### config.mk
export PLATFORM = sky130hd
export DESIGN_NAME = lcd_view_sched
export DESIGN_NICKNAME = d
export VERILOG_FILES = /design/src/rtl/lcd_view_pkg.sv /design/src/rtl/lcd_view_sched_key_debounce.sv /design/src/rtl/lcd_view_sched.sv
export SDC_FILE = /design/constraint.sdc
export NUM_CORES = 1
export LEC_CHECK = 0
export ABC_AREA = 1
export BUFFER_PORTS_ARGS = -buffer_cell sky130_fd_sc_hd__buf_4
export CAP_MARGIN = 20
export CORE_AREA = 2 2 549 551
export DETAILED_ROUTE_END_ITERATION = 8
export DIE_AREA = 0 0 551 553
export GPL_TIMING_DRIVEN = 0
export PLACE_DENSITY = 0.3
export SLEW_MARGIN = 20
export SYNTH_ARGS = -nofsm -noshare
export SYNTH_HDL_FRONTEND = slang
export SYNTH_SLANG_ARGS = --single-unit
### constraint.sdc
create_clock -name clk -period 2.15 [get_ports clk]
set_clock_uncertainty 0.15 [all_clocks]
set_input_delay 0 -clock clk [delete_from_list [all_inputs] [get_ports clk]]
set_output_delay 0 -clock clk [all_outputs]
set_load 0.02 [all_outputs]
### src/rtl/lcd_view_pkg.sv
// Shared definitions for the LCD page scheduler: page indices, page count and
// the key debounce state encoding.
package lcd_view_pkg;

  localparam int PG_CORE = 0;
  localparam int PG_ALU  = 1;
  localparam int PG_REG0 = 2;

  typedef enum logic [1:0] {
    DB_REL,
    DB_PRESS_WAIT,
    DB_PRESSED,
    DB_REL_WAIT
  } db_state_e;

  // Two fixed pages plus one page per group of four registers.
  function automatic int npages(input int nregs);
    return 2 + nregs / 4;
  endfunction

endpackage

### src/rtl/lcd_view_sched_key_debounce.sv
// Step-button conditioner: two-flop synchronizer followed by a debounce FSM that
// emits exactly one registered `step` pulse per stable press.
module key_debounce
  import lcd_view_pkg::*;
#(
  parameter int DEBOUNCE = 1_000_000
) (
  input  logic clk,
  input  logic reset,
  input  logic key_n,
  output logic step
);

  localparam int            CW       = $clog2(DEBOUNCE);
  localparam logic [CW-1:0] CNT_LAST = CW'(DEBOUNCE - 1);

  logic          sync1_q, sync2_q;
  db_state_e     state_q;
  logic [CW-1:0] cnt_q;
  logic          step_q;

  // Synchronizer idles high so a released key is not seen as a press out of reset.
  always_ff @(posedge clk or negedge reset) begin
    if (!reset) begin
      sync1_q <= 1'b1;
      sync2_q <= 1'b1;
    end else begin
      sync1_q <= key_n;
      sync2_q <= sync1_q;
    end
  end

  always_ff @(posedge clk or negedge reset) begin
    if (!reset) begin
      state_q <= DB_REL;
      cnt_q   <= '0;
      step_q  <= 1'b0;
    end else begin
      step_q <= 1'b0;
      case (state_q)
        DB_REL: begin
          if (!sync2_q) begin
            state_q <= DB_PRESS_WAIT;
            cnt_q   <= '0;
          end
        end
        DB_PRESS_WAIT: begin
          if (sync2_q) begin
            state_q <= DB_REL;
          end else if (cnt_q == CNT_LAST) begin
            state_q <= DB_PRESSED;
            step_q  <= 1'b1;
          end else begin
            cnt_q <= cnt_q + 1'b1;
          end
        end
        DB_PRESSED: begin
          if (sync2_q) begin
            state_q <= DB_REL_WAIT;
            cnt_q   <= '0;
          end
        end
        DB_REL_WAIT: begin
          // A low glitch during release is bounce of the same press, not a new one.
          if (!sync2_q) begin
            state_q <= DB_PRESSED;
          end else if (cnt_q == CNT_LAST) begin
            state_q <= DB_REL;
          end else begin
            cnt_q <= cnt_q + 1'b1;
          end
        end
        default: state_q <= DB_REL;
      endcase
    end
  end

  assign step = step_q;

endmodule

### src/rtl/lcd_view_sched.sv
// Time-multiplexes processor debug values onto the two 64-bit LCD fields; pages
// advance on a debounced key press or an automatic dwell timer.
module lcd_view_sched
  import lcd_view_pkg::*;
#(
  parameter  int NBITS_TOP   = 32,
  parameter  int NBITS_LCD   = 64,
  parameter  int NINSTR_BITS = 32,
  parameter  int NREGS_TOP   = 32,
  parameter  int DWELL       = 50_000_000,
  parameter  int DEBOUNCE    = 1_000_000,
  localparam int NPAGES      = npages(NREGS_TOP),
  localparam int PW          = $clog2(NPAGES)
) (
  input  logic                   clk,
  input  logic                   reset,
  input  logic                   key_n,
  input  logic                   auto_en,
  input  logic                   freeze,
  input  logic [NBITS_TOP-1:0]   pc,
  input  logic [NBITS_TOP-1:0]   SrcA,
  input  logic [NBITS_TOP-1:0]   SrcB,
  input  logic [NBITS_TOP-1:0]   ALUResult,
  input  logic [NBITS_TOP-1:0]   Result,
  input  logic [NBITS_TOP-1:0]   WriteData,
  input  logic [NBITS_TOP-1:0]   ReadData,
  input  logic [NINSTR_BITS-1:0] instruction,
  input  logic [NBITS_TOP-1:0]   registrador [NREGS_TOP],
  output logic [NBITS_LCD-1:0]   lcd_a,
  output logic [NBITS_LCD-1:0]   lcd_b,
  output logic [PW-1:0]          page,
  output logic                   page_strobe
);

  localparam int            DW         = $clog2(DWELL);
  localparam logic [DW-1:0] DWELL_LAST = DW'(DWELL - 1);
  localparam logic [PW-1:0] PAGE_LAST  = PW'(NPAGES - 1);

  logic                 step;
  logic                 tick;
  logic                 adv;
  logic [DW-1:0]        dwell_q, dwell_d;
  logic [PW-1:0]        page_q, page_d;
  logic                 strobe_q;
  logic [NBITS_LCD-1:0] lcd_a_q, lcd_b_q;
  logic [NBITS_LCD-1:0] mux_a, mux_b;

  key_debounce #(
    .DEBOUNCE (DEBOUNCE)
  ) u_key (
    .clk   (clk),
    .reset (reset),
    .key_n (key_n),
    .step  (step)
  );

  assign tick = auto_en && (dwell_q == DWELL_LAST);
  assign adv  = step | tick;

  // A manual step restarts the full dwell so the new page is not cut short.
  always_comb begin
    dwell_d = dwell_q + 1'b1;
    if (!auto_en || adv) begin
      dwell_d = '0;
    end
  end

  always_comb begin
    page_d = page_q;
    if (adv) begin
      page_d = (page_q == PAGE_LAST) ? '0 : page_q + 1'b1;
    end
  end

  always_comb begin
    mux_a = '0;
    mux_b = '0;
    if (page_q == PW'(PG_CORE)) begin
      mux_a = {pc, NBITS_TOP'(instruction)};
      mux_b = {SrcA, SrcB};
    end else if (page_q == PW'(PG_ALU)) begin
      mux_a = {ALUResult, Result};
      mux_b = {WriteData, ReadData};
    end else begin
      for (int k = 0; k < NREGS_TOP / 4; k++) begin
        if (page_q == PW'(PG_REG0 + k)) begin
          mux_a = {registrador[4*k],   registrador[4*k+1]};
          mux_b = {registrador[4*k+2], registrador[4*k+3]};
        end
      end
    end
  end

  always_ff @(posedge clk or negedge reset) begin
    if (!reset) begin
      dwell_q  <= '0;
      page_q   <= '0;
      strobe_q <= 1'b0;
      lcd_a_q  <= '0;
      lcd_b_q  <= '0;
    end else begin
      dwell_q  <= dwell_d;
      page_q   <= page_d;
      strobe_q <= adv;
      if (!freeze) begin
        lcd_a_q <= mux_a;
        lcd_b_q <= mux_b;
      end
    end
  end

  assign lcd_a       = lcd_a_q;
  assign lcd_b       = lcd_b_q;
  assign page        = page_q;
  assign page_strobe = strobe_q;

endmodule

* Word level (Yosys, flattened, before mapping)
Cells that the tools add are included.
W data, S select, Z words.
** Storage, ports and cells
- Register bits :: 184
- Bits of input ports :: 1285
- Output and inout port bits :: 133
- Logic and storage cells :: 79
** Operators by class
- Add/sub/neg operators :: 3
- Equal/unequal tests :: 20
- Multiplexer cells :: 38
- Bitwise gates (word level) :: 1
- Reductions and logical operators :: 7
** Operator list (count)
- $mux W64 :: 20
- $mux W20 :: 5
- $pmux W20 S4 :: 1
- $add A26 B1 Y26 const B :: 1
- $eq A26 B26 Y1 const B :: 1
- $mux W26 :: 1
- $add A20 B1 Y20 const B :: 1
- $eq A20 B20 Y1 const B :: 1
- $eq A4 B3 Y1 const B :: 4
- $mux W2 :: 6
- $eq A4 B2 Y1 const B :: 2
- $eq A4 B4 Y1 const B :: 2
- $pmux W2 S4 :: 1
- $reduce_and A4 Y1 :: 2
- $add A4 B1 Y4 const B :: 1
- $eq A2 B2 Y1 const B :: 2
- $eq A4 B1 Y1 const B :: 1
- $logic_not A4 Y1 :: 1
- $mux W4 :: 1
- $ne A2 B1 Y1 const B :: 2
- $ne A2 B2 Y1 const B :: 2
- $mux W1 :: 3
- $ne A3 B1 Y1 const B :: 1
- $ne A3 B3 Y1 const B :: 1
- 6 further kinds :: 6

* Depth between registers and ports, before layout
Gate-level depths: netlist of the first run.
- Word-level depth :: 11
- Depth in mapped cells :: 13
- Depth with buffers taken out :: 11

* By module
From an unflattened synthesis of the first run, not the netlist that was laid out.
** Second synthesis, totals
- Cells, all modules :: 3443
- Area total of the unflattened synthesis :: 18520.3 µm²
** Modules (own cells, without submodules)
- lcd_view_sched :: times used 1, cells an instance 3230, area each 16980.0 µm²
- key_debounce :: times used 1, cells an instance 213, area each 1540.2 µm²

* Worst setup path after synthesis of the first run
Ideal clock, no wire load.
- Kind :: register to register
- Start point :: register page_q[0] (netlist: page[0])
- End point :: register lcd_b_q[10] (netlist: lcd_b[10])
- Library setup time :: 66 ps
- Arrival :: 1750 ps
- Data required time :: 1934 ps
- Path slack :: 184 ps
- Cell stages (with the launch flop) :: 13
- Path buffers :: 3
- Clock period less this slack :: 1966 ps
- Cell sequence :: dfrtp_1 > clkbuf_2 > nor2_1 > buf_2 > buf_2 > nand3_1 > nand3_1 > nor2_1 > nand4_1 > nand2_1 > nand3_1 > nand2_1 > nand2_1
** On the way
- Word-level cells in the longest chain between the ends :: 11
** Ends and longest elaborated chain
- start, declared :: RTL line lcd_view_sched.sv:43 : logic [PW-1:0] page_q, page_d;
- start signal, assigned :: RTL line lcd_view_sched.sv:103 : page_q <= page_d;
- $eq A4 B2 Y1 :: RTL line lcd_view_sched.sv:86 : if (page_q == PW'(PG_REG0 + k)) begin
- $mux W64 (8 in series) :: RTL line lcd_view_sched.sv:86
- $mux W64 :: RTL line lcd_view_sched.sv:81 : end else if (page_q == PW'(PG_ALU)) begin
- $mux W64 * :: RTL line lcd_view_sched.sv:78 : if (page_q == PW'(PG_CORE)) begin
- end signal, assigned :: RTL line lcd_view_sched.sv:107 : lcd_b_q <= mux_b;
- end, declared :: RTL line lcd_view_sched.sv:45 : logic [NBITS_LCD-1:0] lcd_a_q, lcd_b_q;
Mark *: on every way between the ends. The rest lies on a longest branch, timed or not.
A chain may end at the register's enable or synchronous reset.

* Worst setup path in the final report of the first run
- Start point :: register page_q[3] (netlist: page[3])
- End point :: register lcd_b_q[10] (netlist: lcd_b[10])
The elaborated chain is that of the path after synthesis.

==> results of run 1 <==
## stage by stage
step                      utilization  worst slack [ns]  setup TNS, ns
after floorplan                     -             0.184              0
after global placement          0.115             -3.53        -543.22
after detailed placement        0.116             -2.96        -239.85
after CTS                       0.161             -1.04         -58.21
after global routing            0.168            -0.850         -72.33
final                           0.168            -0.723         -52.04
## per-layer routing
metal | vias to the layer above | global-route usage
met2 | 1617 | 0.293
met4 | 56 | 0.0588
met1 | 16800 | 0.213
li1 | 16400 | -
met3 | 319 | 0.0329
met5 | - | 0
## how the worst min path moves through the flow
stage / start / to / slack [ns] / cells past startpoint
finish: registrador[998] / lcd_a[38] / -0.03 / 9
global route: registrador[916] / lcd_b[20] / -0.008 / 9
CTS: registrador[987] / lcd_a[27] / 0.0007 / 9
detailed placement: reset / lcd_b[17] / -0.12 / 1
global placement: key_n / u_key.sync1_q / -0.04 / 1
floorplan: reset / async pin / -0.45 / 0
## critical path, cell delays in order, from the launching register on
cell     delay (ns)
dfrtp_2        0.46
nor2_4         0.08
buf_12         0.15
buf_16         0.15
buf_12         0.19
nand3_4        0.09
nand3_4        0.09
nor2_4         0.26
nand4_1        0.59
nand2_1        0.25
nand3_1        0.09
nand2_1        0.06
nand2_1        0.05
## power breakdown
group          switching (mW)  total, mW  internal [mW]
clock                    2.14       4.64           2.50
sequential              0.144       3.83           3.69
combinational            2.84       6.33           3.49
total                    5.13       14.8           9.68
## cells in the mapped netlist (all sizes together)
master and count:
nand2 1152, nand3 653, inv 409, nor2 333, dfrtp 182, nand4 149, a21oi 140, buf 124
o21ai 120, clkbuf 114, nor3 27, xor2 15, xnor2 12, o31ai 5, nand3b 4, nor4 3
and3 2, dfstp 2, ha 2, nor3b 1, or2 1
## sequential cells by signal, summed over array words and instances, names as in the netlist, named ones only
signal	flops
dwell_q	26
lcd_b	64
u_key.sync2_q	1
u_key.step	1
page_strobe	1
u_key.state_q	1
u_key.cnt_q	20
page	4
u_key.sync1_q	1
lcd_a	64
## final cells by class
| class | count | area [um2] | area share |
|---|---|---|---|
| diodes | 47 | 118 | 0.00234 |
| plain buffers | 235 | 2190 | 0.0437 |
| clock buffers | 27 | 643 | 0.0128 |
| clock inverters | 5 | 104 | 0.00207 |
| inverters | 409 | 1550 | 0.0308 |
| multi-input cells | 2619 | 13400 | 0.267 |
| flip-flops and latches | 184 | 4610 | 0.0918 |
| well taps | 3958 | 4950 | 0.0986 |
| repair buffers | 2589 | 22700 | 0.451 |
## kinds of logic (layout without fill, tap and decap cells)
kind of cell               count (synthesis)  in the layout  synth area share
xor gates and xnor gates                  27             27            0.0126
adders and majority gates                  2              2           0.00133
and+or+nand+nor                         2325           2325             0.533
AOI/OAI and AO/OA                        265            265            0.0714
DFF                                      184            184             0.246
buffers and inverters                    647           3265             0.136
other                                      0             47                 0
## repair_timing
action,in CTS,in global routing
hold buffers,1056,13
endpoints found under the setup margin,174,179
pin swaps,55,111
hold endpoints to repair,319,12
buffers inserted,44,43
gates resized for setup,530,350
gates cloned,1,4
==> metrics.yaml, run 1 <==
layout_commonest_cell: "buf_4"
numCtsBuffers: 25
hpwlAfterDp_mm: 235
final_cells: 10100
post_drt_via_cell_ratio: 3.49
drive_gt1_frac: 0.337
cts-root-buf: "clkbuf_16"
rsz0062_at_grt: "yes"
rr_startpoint: "page[3]"
synth_top_cells_by_area: "dfrtp_1, nand2_1, nand3_1, inv_1, nor2_1"
syn_area_per_cell_um2: 5.44
powerDensity_nw_per_um2: 295
r2r_setup_slack_ns: -0.72
nNetsFinal: 7350
grt_start_max_net_pins: 66
cp.arrival_ns: 3.18
highest_layer: "met5"
die_w_um: 551
yosysSeqAreaShare: 0.246
grt_pass1_wl_mm: 346
dr.first_iter.drc_count: 2227
drcViolationCount: 0
syn_nets: 4737
finalWirelength_mm: 274
antenna_left: 0
synth_area_um2: 18800
reg2reg_depth: 12
areaGrowthSynthToFinish_pct: 168
ys_ff_latch: 184
design_area_um2: 50200
cts_tree: "done"
worstMarginPinSlew_ns: 1.04
setup_slack_ns: -0.723
vias: 35200
dpl_cell_area_um2: 34700
hold_violations: 2
crit_path_max_fanout: 5
die_area_um2: 305000
clk_latency_ns: 0.59
start_util: 0.0628
rr_endpoint: "lcd_b[10]"
cap_violations: 0
dp_cells: 8837
fillers: 34600
startpoint_type: "flip-flop"
period_share: 1.34
static-leakage-power_nw: 23.4
post_drt_wl_per_cell_um: 27.2
setup_viol: 169
synth_cell_types: 27
wl_met3_mm: 15.8
gp_congestion: 0.955
grt_pass1_vias: 36700
die_y_um: 553
crit_required_ns: 2.46
violations: "hold timing, setup timing"
ioPinCount: 1418
hp-class: "input pin to flip-flop"
layout_min_cycle_time_ns: 2.87
crit_type: "flip-flop to flip-flop"
synth_top_area_cell: "dfrtp_1"
dr_wl_met2_mm: 129
ir_worst_vdd_uv: 327
rows: 201
maxSlewHeadroom: 0.310
cp-startpoint: "page[3]"
clockBufferDepth: 3
status: "complete, but fails checks"
synth_cells: 3450
end_kind: "flip-flop"
core_area_um2: 299000
grt_overflow_total: 0
firstDrtPassIters: 6
path_clk_slew_ns: 0.10
m1WireLength_mm: 118
ys.warnings.count: 0
grt_antenna_before_repair: 113
whs_ns: -0.0313
maxClockFrequency_mhz: 348
final_cell_mix: "buf_4, nand2_1, dlygate4sd3_1, nand3_1, inv_1"
power_mw: 14.8
yosys.area.top_type_share: 0.243
port_buffers: 1417
clock-sinks: 184
cts.htree.levels: 4
slew_violations: 0
track_usage: 0.171
crit_path_end: "lcd_b[10]"
(Power assumes the default switching activity.)
==> run 2: changes to the inputs <==
==> constraint.sdc (replaced) <==
create_clock -name clk -period 2.9 [get_ports clk]
set_clock_uncertainty 0.15 [all_clocks]
set_input_delay 0 -clock clk [delete_from_list [all_inputs] [get_ports clk]]
set_output_delay 0 -clock clk [all_outputs]
set_load 0.02 [all_outputs]
==> metrics.yaml, run 2 (same netlist as run 1, synthesis figures left out) <==
status: "complete, but fails checks"
violations: "setup timing"
vias: 34600
layout_commonest_cell: "buf_4"
gp_congestion: 0.955
hold_path_end: "lcd_b[1]"
clockBufferDepth: 3
nNetsFinal: 7247
fin_util: 0.157
hold_violations: 0
busiest_layer: "met2"
hold_depth: 9
period_share: 1.01
clock-sinks: 184
startpoint_type: "flip-flop"
crit_top_cell: "nand3_1"
worstMarginPinSlew_ns: 1.10
cts_tree: "done"
crit_buf_inv: 4
switching_share: 0.347
post_drt_via_cell_ratio: 3.47
die_w_um: 551
crit_path_max_fanout: 10
reg2reg_depth: 13
crit_type: "flip-flop to flip-flop"
numCtsBuffers: 25
power_frac_comb: 0.418
start_util: 0.0628
clk_latency_ns: 0.59
rows: 201
hpwlAfterDp_mm: 235
port_buffers: 1417
grt_start_max_net_pins: 66
rsz0062_at_grt: "yes"
hp-class: "input pin to flip-flop"
grt_overflow_total: 0
crit_slowest_cell: "dfrtp_2"
path_clk_slew_ns: 0.11
finalWirelength_mm: 271
setup_viol: 1
die_area_um2: 305000
core_area_um2: 299000
grt_pass1_vias: 36400
setup_slack_ns: -0.0405
p_int_mw: 7.08
maxClockFrequency_mhz: 340
whs_ns: 0.00595
use_met3: 0.0340
design_area_um2: 46900
drive_gt1_frac: 0.288
gr-usage-met2: 0.293
grt_pass1_wl_mm: 345
grt.met1_usage: 0.212
cts.htree.levels: 4
cts-root-buf: "clkbuf_16"
cp.arrival_ns: 3.24
crit_required_ns: 3.20
firstDrtPassIters: 6
die_y_um: 553
crit_family: "simple AND/OR/NAND/NOR gates"
maxSlewHeadroom: 0.265
rr_startpoint: "page[1]"
track_usage: 0.171
static-leakage-power_nw: 22.0
hp-start: "registrador[641]"
switchingPower_mw: 3.76
grt_antenna_before_repair: 120
post_drt_wl_per_cell_um: 27.2
ioPinCount: 1418
final_cell_mix: "buf_4, nand2_1, dlygate4sd3_1, nand3_1, inv_1"
p_seq_frac: 0.262
dr.first_iter.drc_count: 2160
slew_violations: 0
dpl_cell_area_um2: 34700
r2r_setup_slack_ns: -0.04
layout_min_cycle_time_ns: 2.94
cap_violations: 0
ir_worst_vdd_uv: 240
powerDensity_nw_per_um2: 231
pwr-share-clk: 0.320
cp_slowest_stage_delay_ns: 0.47
rr_endpoint: "lcd_a[0]"
areaGrowthSynthToFinish_pct: 150
antenna_left: 0
crit_chain: "inv_2 > nor2_4 > buf_4 > buf_12 > clkbuf_4 > nand3_1 > nand3_1 > nor2_4 > nand4_1 > nand2_2 > nand3_1 > nand2_1 > nand2_1"
drcViolationCount: 0
end_kind: "flip-flop"
power_mw: 10.8
## run 2: worst max-delay path by stage
stage | endpoint | cells past startpoint | start | slack [ns]
final | lcd_a[0] | 13 | page[1] | -0.04
after floorplan | lcd_b[10] | 12 | page[0] | 0.93
after detailed placement | lcd_b[10] | 11 | page[3] | -2.21
after global placement | lcd_b[10] | 11 | page[1] | -2.78
after global routing | lcd_b[10] | 13 | page[1] | -0.13
after CTS | lcd_b[10] | 12 | page[1] | -0.29
## run 2: worst min-delay path: cells and delay by family
kind | cells | cell delay (ns)
and+or+nand+nor | 8 | 0.64
buffers and inverters | 1 | 0.08
## run 2: per-layer routing
metal | vias to the layer above | wire length [um]
li1 | 16100 | -
met1 | 16500 | 116000
met2 | 1628 | 128000
met3 | 301 | 17000
met4 | 54 | 10100
met5 | - | 351
## run 2: through the flow
step | setup TNS, ns | setup WS, ns | std cells
after floorplan | 0 | 0.934 | 3450
after global placement | -296.27 | -2.78 | 8825
after detailed placement | -131.03 | -2.21 | 8837
after CTS | -0.309 | -0.292 | 9923
after global routing | -0.137 | -0.130 | 9942
final | -0.0405 | -0.0405 | 9970
## run 2: power groups by stage
stage	logic [mW]	registers (mW)	clock network, mW
4_1_cts	4.59	2.84	3.70
5_1_grt	4.82	2.86	3.74
3_5_place_dp	3.28	2.89	0
2_1_floorplan	0.567	3.07	0
6_report	4.53	2.84	3.47
3_3_place_gp	3.26	2.88	0
## run 2: what timing repair did
item | 4_1_cts | 5_1_grt
hold buffers | 1028 | 0
endpoints found under the setup margin | 129 | 52
pin swaps | 16 | 11
hold endpoints to repair | 319 | 0
setup buffers | 29 | 0
cloned | 1 | 0
gates resized for setup | 204 | 59
## run 2: area by class of cell
class / instances / area (um2)
Fill cell: 34900 / 252000
Timing Repair Buffer: 2487 / 21500
Multi-Input combinational cell: 2619 / 11900
Antenna cell: 47 / 118
Sequential cell: 184 / 4610
Tap cell: 3958 / 4950
Inverter: 409 / 1550
Buffer: 234 / 1530
Clock buffer: 27 / 643
Clock inverter: 5 / 104
